$ cat config.mk
export PLATFORM = sky130hd
export DESIGN_NAME = rf_stage
export DESIGN_NICKNAME = d
export VERILOG_FILES = /design/src/rtl/pipe_pkg.sv /design/src/rtl/regfile_8x16.sv /design/src/rtl/rf_stage.sv
export SDC_FILE = /design/constraint.sdc
export NUM_CORES = 1
export LEC_CHECK = 0
export CORE_ASPECT_RATIO = 1.5
export CORE_MARGIN = 5
export CORE_UTILIZATION = 40
export DETAILED_ROUTE_END_ITERATION = 8
export PLACE_DENSITY = 0.63
export SYNTH_ARGS = -nofsm -noshare
export SYNTH_HDL_FRONTEND = slang
export SYNTH_HIERARCHICAL = 1
export SYNTH_SLANG_ARGS = --single-unit
export TNS_END_PERCENT = 100
$ cat constraint.sdc
create_clock -name clock -period 8.75 [get_ports clock]
set_input_delay 1.3125 -clock clock [delete_from_list [all_inputs] [get_ports clock]]
set_output_delay 1.3125 -clock clock [all_outputs]
set_load 0.005 [all_outputs]
$ cat src/rtl/pipe_pkg.sv
// Shared pipeline definitions: field widths, control bit positions and the
// RF/EX pipeline register layout with its bubble value.
package pipe_pkg;

    localparam int DATA_W = 16;
    localparam int NREG   = 8;
    localparam int REG_AW = 3;

    localparam logic [3:0] NOP_OPCODE = 4'b1111;

    localparam int WB_REGWR_BIT = 0;
    localparam int MEM_RD_BIT   = 1;
    localparam int MEM_WR_BIT   = 0;
    localparam int SRC_USED_BIT = 3;

    typedef struct packed {
        logic [DATA_W-1:0] pc;
        logic [DATA_W-1:0] pc_plus1;
        logic [2:0]        wb_ctl;
        logic [1:0]        mem_ctl;
        logic [3:0]        ex_ctl;
        logic [3:0]        opcode;
        logic [REG_AW-1:0] dest;
        logic [3:0]        src1_idx;
        logic [3:0]        src2_idx;
        logic [DATA_W-1:0] op1;
        logic [DATA_W-1:0] op2;
        logic [DATA_W-1:0] imm;
        logic              valid;
    } rfex_t;

    localparam rfex_t RFEX_BUBBLE = '{
        pc:       '0,
        pc_plus1: '0,
        wb_ctl:   '0,
        mem_ctl:  '0,
        ex_ctl:   '0,
        opcode:   NOP_OPCODE,
        dest:     '0,
        src1_idx: '0,
        src2_idx: '0,
        op1:      '0,
        op2:      '0,
        imm:      '0,
        valid:    1'b0
    };

    function automatic logic [DATA_W-1:0] sext9(input logic [8:0] v);
        return {{(DATA_W-9){v[8]}}, v};
    endfunction

    function automatic logic [DATA_W-1:0] sext6(input logic [5:0] v);
        return {{(DATA_W-6){v[5]}}, v};
    endfunction

endpackage

$ cat src/rtl/regfile_8x16.sv
// Architectural register file: one write port, two read ports that bypass a
// same-cycle write so a reader never sees the stale value.
module regfile_8x16
    import pipe_pkg::*;
(
    input  logic              clock,
    input  logic              reset,
    input  logic              wr_en,
    input  logic [REG_AW-1:0] wr_addr,
    input  logic [DATA_W-1:0] wr_data,
    input  logic [REG_AW-1:0] rd1_addr,
    input  logic [REG_AW-1:0] rd2_addr,
    output logic [DATA_W-1:0] rd1_data,
    output logic [DATA_W-1:0] rd2_data
);

    logic [DATA_W-1:0] regs_q [NREG];
    logic [DATA_W-1:0] regs_d [NREG];

    always_comb begin
        regs_d = regs_q;
        if (wr_en) begin
            regs_d[wr_addr] = wr_data;
        end
    end

    always_ff @(posedge clock or posedge reset) begin
        if (reset) begin
            for (int i = 0; i < NREG; i++) begin
                regs_q[i] <= '0;
            end
        end else begin
            regs_q <= regs_d;
        end
    end

    always_comb begin
        rd1_data = (wr_en && (wr_addr == rd1_addr)) ? wr_data : regs_q[rd1_addr];
        rd2_data = (wr_en && (wr_addr == rd2_addr)) ? wr_data : regs_q[rd2_addr];
    end

endmodule

$ cat src/rtl/rf_stage.sv
// Register-read stage: operand fetch, immediate extension, load-use hazard
// detection and the RF/EX pipeline register.
module rf_stage
    import pipe_pkg::*;
(
    input  logic              clock,
    input  logic              reset,
    input  logic [DATA_W-1:0] pc_in,
    input  logic [DATA_W-1:0] pc_plus1_in,
    input  logic [2:0]        wb_ctl_in,
    input  logic [1:0]        mem_ctl_in,
    input  logic [3:0]        ex_ctl_in,
    input  logic [3:0]        opcode_in,
    input  logic [3:0]        src1_in,
    input  logic [3:0]        src2_in,
    input  logic [2:0]        dest_in,
    input  logic [8:0]        imm9_in,
    input  logic [5:0]        imm6_in,
    input  logic              imm_sel_in,
    input  logic              valid_in,
    input  logic              wb_en,
    input  logic [2:0]        wb_addr,
    input  logic [DATA_W-1:0] wb_data,
    input  logic              flush,
    output logic              stall_out,
    output logic [DATA_W-1:0] pc_out,
    output logic [DATA_W-1:0] pc_plus1_out,
    output logic [2:0]        wb_ctl_out,
    output logic [1:0]        mem_ctl_out,
    output logic [3:0]        ex_ctl_out,
    output logic [3:0]        opcode_out,
    output logic [2:0]        dest_out,
    output logic [3:0]        src1_idx_out,
    output logic [3:0]        src2_idx_out,
    output logic [DATA_W-1:0] op1_out,
    output logic [DATA_W-1:0] op2_out,
    output logic [DATA_W-1:0] imm_out,
    output logic              valid_out
);

    rfex_t             rfex_q;
    rfex_t             rfex_d;
    logic [DATA_W-1:0] rd1_data;
    logic [DATA_W-1:0] rd2_data;
    logic              load_in_ex;
    logic              src1_hit;
    logic              src2_hit;
    logic              hazard;

    regfile_8x16 u_regfile (
        .clock    (clock),
        .reset    (reset),
        .wr_en    (wb_en),
        .wr_addr  (wb_addr),
        .wr_data  (wb_data),
        .rd1_addr (src1_in[REG_AW-1:0]),
        .rd2_addr (src2_in[REG_AW-1:0]),
        .rd1_data (rd1_data),
        .rd2_data (rd2_data)
    );

    // A load still in RF/EX cannot be forwarded in time, so a dependent reader waits one cycle.
    always_comb begin
        load_in_ex = rfex_q.valid & rfex_q.mem_ctl[MEM_RD_BIT] & rfex_q.wb_ctl[WB_REGWR_BIT];
        src1_hit   = src1_in[SRC_USED_BIT] & (src1_in[REG_AW-1:0] == rfex_q.dest);
        src2_hit   = src2_in[SRC_USED_BIT] & (src2_in[REG_AW-1:0] == rfex_q.dest);
        hazard     = valid_in & load_in_ex & (src1_hit | src2_hit);
        // Flush wins so the wrong-path instruction is not held in ID_RF.
        stall_out  = hazard & ~flush;
    end

    always_comb begin
        rfex_d = RFEX_BUBBLE;
        if (!flush && !stall_out && valid_in) begin
            rfex_d.pc       = pc_in;
            rfex_d.pc_plus1 = pc_plus1_in;
            rfex_d.wb_ctl   = wb_ctl_in;
            rfex_d.mem_ctl  = mem_ctl_in;
            rfex_d.ex_ctl   = ex_ctl_in;
            rfex_d.opcode   = opcode_in;
            rfex_d.dest     = dest_in;
            rfex_d.src1_idx = src1_in;
            rfex_d.src2_idx = src2_in;
            rfex_d.op1      = src1_in[SRC_USED_BIT] ? rd1_data : '0;
            rfex_d.op2      = src2_in[SRC_USED_BIT] ? rd2_data : '0;
            rfex_d.imm      = imm_sel_in ? sext9(imm9_in) : sext6(imm6_in);
            rfex_d.valid    = 1'b1;
        end
    end

    always_ff @(posedge clock or posedge reset) begin
        if (reset) begin
            rfex_q <= RFEX_BUBBLE;
        end else begin
            rfex_q <= rfex_d;
        end
    end

    always_comb begin
        pc_out       = rfex_q.pc;
        pc_plus1_out = rfex_q.pc_plus1;
        wb_ctl_out   = rfex_q.wb_ctl;
        mem_ctl_out  = rfex_q.mem_ctl;
        ex_ctl_out   = rfex_q.ex_ctl;
        opcode_out   = rfex_q.opcode;
        dest_out     = rfex_q.dest;
        src1_idx_out = rfex_q.src1_idx;
        src2_idx_out = rfex_q.src2_idx;
        op1_out      = rfex_q.op1;
        op2_out      = rfex_q.op2;
        imm_out      = rfex_q.imm;
        valid_out    = rfex_q.valid;
    end

endmodule

==> results.yml <==
detailed_routing:
  via_per_inst: 5.56
  wl_mm: 29.7
  drtPass1Iterations: 4
  drc: 0
  postRouteAntennaNets: 0
  avgRoutedWirePerCell_um: 24.1
  drt_iter0_markers: 265
  vias: 6832
grt:
  grt_max_degree: 79
  grt_usage: 0.189
  grt_antenna_before_repair: 1
  grt_pass1_wl_mm: 45.2
  grt_overflow: 0
  grt_pass1_vias: 7317
logic_synthesis:
  synth-seq-area-share: 0.512
  synth_cell_type_count: 32
  netlist_area_mm2: 0.0111
  synth_top_area_frac: 0.502
  synth-seq-cells: 226
  synthCells: 706
  yosys-top-cells-area: "dfrtp_1 50%, mux2_2 18%, mux4_1 10%"
  synth_area_leader_cell: "dfrtp_1"
  synth_warnings: 6
  syn_area_per_cell_um2: 15.7
  syn_nets: 802
floorplanning:
  start_util: 0.405
  io_pins: 202
  core_area_mm2: 0.0273
  die_h_um: 214
  rows: 74
  dieWidth_um: 146
  die_area_mm2: 0.0311
timing:
  fin_setup_tns_ns: 0
  fin_crit_ns: 5.04
  timing.final.ws_setup_ns: 3.71
  worst_pin_slew_ns: 1.06
  rsz0062_at_grt: "no"
  timing.fmax_mhz: 198
  relSlewSlack: 0.291
  finalSetupViolations: 0
  fin_skew_ns: 0.00772
  finalHoldViolations: 0
  period_share: 0.576
  drv_slew: 0
placement:
  dp_cells: 1190
  io_buffers: 201
  post-place-ws_ns: 3.73
  hpwlAfterDp_mm: 18.8
  dpl-instance-area_mm2: 0.0132
  gp_congestion: 0.752
finish:
  syn_to_final_growth_pct: 25.7
  diodes: 0
  fin_nets: 968
  layout-drive-gt1-share: 0.336
  final_cells: 1229
  final_area_mm2: 0.0139
worst_setup_path:
  r2r-start: "dest_out[1]"
  ff2ff_setup_slack_ns: 6.56
  worstPathRequired_ns: 7.44
  path_class: "input port to output pin"
  cp_top_family: "buffers and inverters"
  endpoint: "stall_out"
  worst_setup_path_start_kind: "input port"
  path_buf_inv: 3
  path_common_cell: "clkdlybuf4s50_1"
  crit_chain: "clkdlybuf4s50_1, buf_4, xnor2_1, nand4_1, a21o_2, nor2_1, clkdlybuf4s50_1"
  max_stage_delay_ns: 0.52
  cp_max_fo: 51
  cp.depth: 7
  reg2reg_depth: 5
  cp_slowest_cell: "a21o_2"
  arrival_ns: 3.73
  rr_endpoint: "op2_out[5]"
  crit_path_start: "src2_in[2]"
  cp-end-kind: "output pin"
run:
  drv_cap: 0
cts:
  htree_levels: 1
  clock_path_buffers: 3
  cts_tree: "yes"
  cts_setup_buffers: 0
  clock-sinks: 226
  post_cts_resized: 0
  path_clk_slew_ns: 0.06
  cts_made_buffers: 22
  clockRootBuffer: "clkbuf_16"
  holdBufCountCts: 0
  worstSkewPairLatency_ns: 0.51
min_path:
  hold_class: "flop to flop"
status:
  status: "completed"
power:
  p_per_area_mw_per_mm2: 203
  vdd_ir_drop_max_uv: 123
  leakage_nw: 6.02
  totalPowerFinal_w: 0.00282
how the worst min path moves through the flow:
stage,startpoint,end,cells after the start
after floorplan,u_regfile/regs_q[47],u_regfile/regs_q[47],1
after CTS,u_regfile/regs_q[96],u_regfile/regs_q[96],1
after global routing,u_regfile/regs_q[15],u_regfile/regs_q[15],1
after detailed placement,u_regfile/regs_q[96],u_regfile/regs_q[96],1
final,u_regfile/regs_q[96],u_regfile/regs_q[96],1
after global placement,u_regfile/regs_q[111],u_regfile/regs_q[111],1
cells by family after synthesis:
logic type      share of synthesized area
buf+inv                            0.0429
simple gates                       0.0812
flops                               0.512
mux                                 0.350
compound gates                    0.00430
xor+xnor                          0.00950
Yosys cell counts (all sizes together):
master and number:
and3 50, nor2b 1, nor4b 32, nand2 7
mux2i 5, or3 4, nor3b 2, a21o 1
inv 2, nand2b 3, xnor2 12, a21oi 1
dfrtp 222, mux4 64, nand4b 3, nand4 6
dfstp 4, nor3 9, buf 61, nor2 2
a211oi 4, clkbuf 19, mux2 192
routing by layer:
metal / GRT usage / share of wire
met2: 0.341 / 0.52
met5: 0 / 0.00024
met1: 0.230 / 0.40
met3: 0.0385 / 0.058
met4: 0.0557 / 0.018
through the flow:
step | hold WS, ns | util
global placement | 0.496 | 0.483
global route | 0.533 | 0.509
floorplan | 0.485 | -
detailed placement | 0.503 | 0.483
CTS | 0.517 | 0.509
finish | 0.516 | 0.509
power breakdown:
part	internal, W	leakage [nW]	switching (W)
logic	0.000391	2.81	0.000188
clock network	0.000551	0.361	0.000396
registers	0.00120	2.85	0.0000933
total	0.00214	6.02	0.000678
flip-flops by register name, indices dropped and copies added (netlist names):
| signal | count |
|---|---|
| op1_out | 16 |
| u_regfile/regs_q | 128 |
| op2_out | 16 |
| pc_plus1_out | 16 |
| src1_idx_out | 4 |
| pc_out | 16 |
| dest_out | 3 |
| wb_ctl_out | 3 |
| opcode_out | 4 |
| mem_ctl_out | 2 |
| ex_ctl_out | 4 |
| valid_out | 1 |
| imm_out | 9 |
| src2_idx_out | 4 |
layout by cell type (no fill, tap or decap), types with 12 or more instances in the layout:
master / count
and3_1: 50
clkdlybuf4s50_1: 196
mux2_2: 177
mux2_4: 15
mux4_1: 44
xnor2_1: 12
buf_4: 21
clkbuf_16: 23
nor4b_1: 22
dfrtp_1: 222
mux4_2: 20
layout make-up:
class / instances / area [um2]
Tap cell: 342 / 428
Clock buffer: 31 / 656
Multi-Input combinational cell: 398 / 4940
Sequential cell: 226 / 5660
Inverter: 2 / 12.5
Clock inverter: 8 / 67.6
Timing Repair Buffer: 222 / 2140
Fill cell: 2329 / 13400
worst reg2reg max path: stages, from the launching register on:
cell and delay [ns]:
dfrtp_1 0.42, xnor2_1 0.16, nand4_1 0.19, a21oi_4 0.58, buf_4 0.52, nor4b_1 0.15
(Power assumes the default switching activity.)
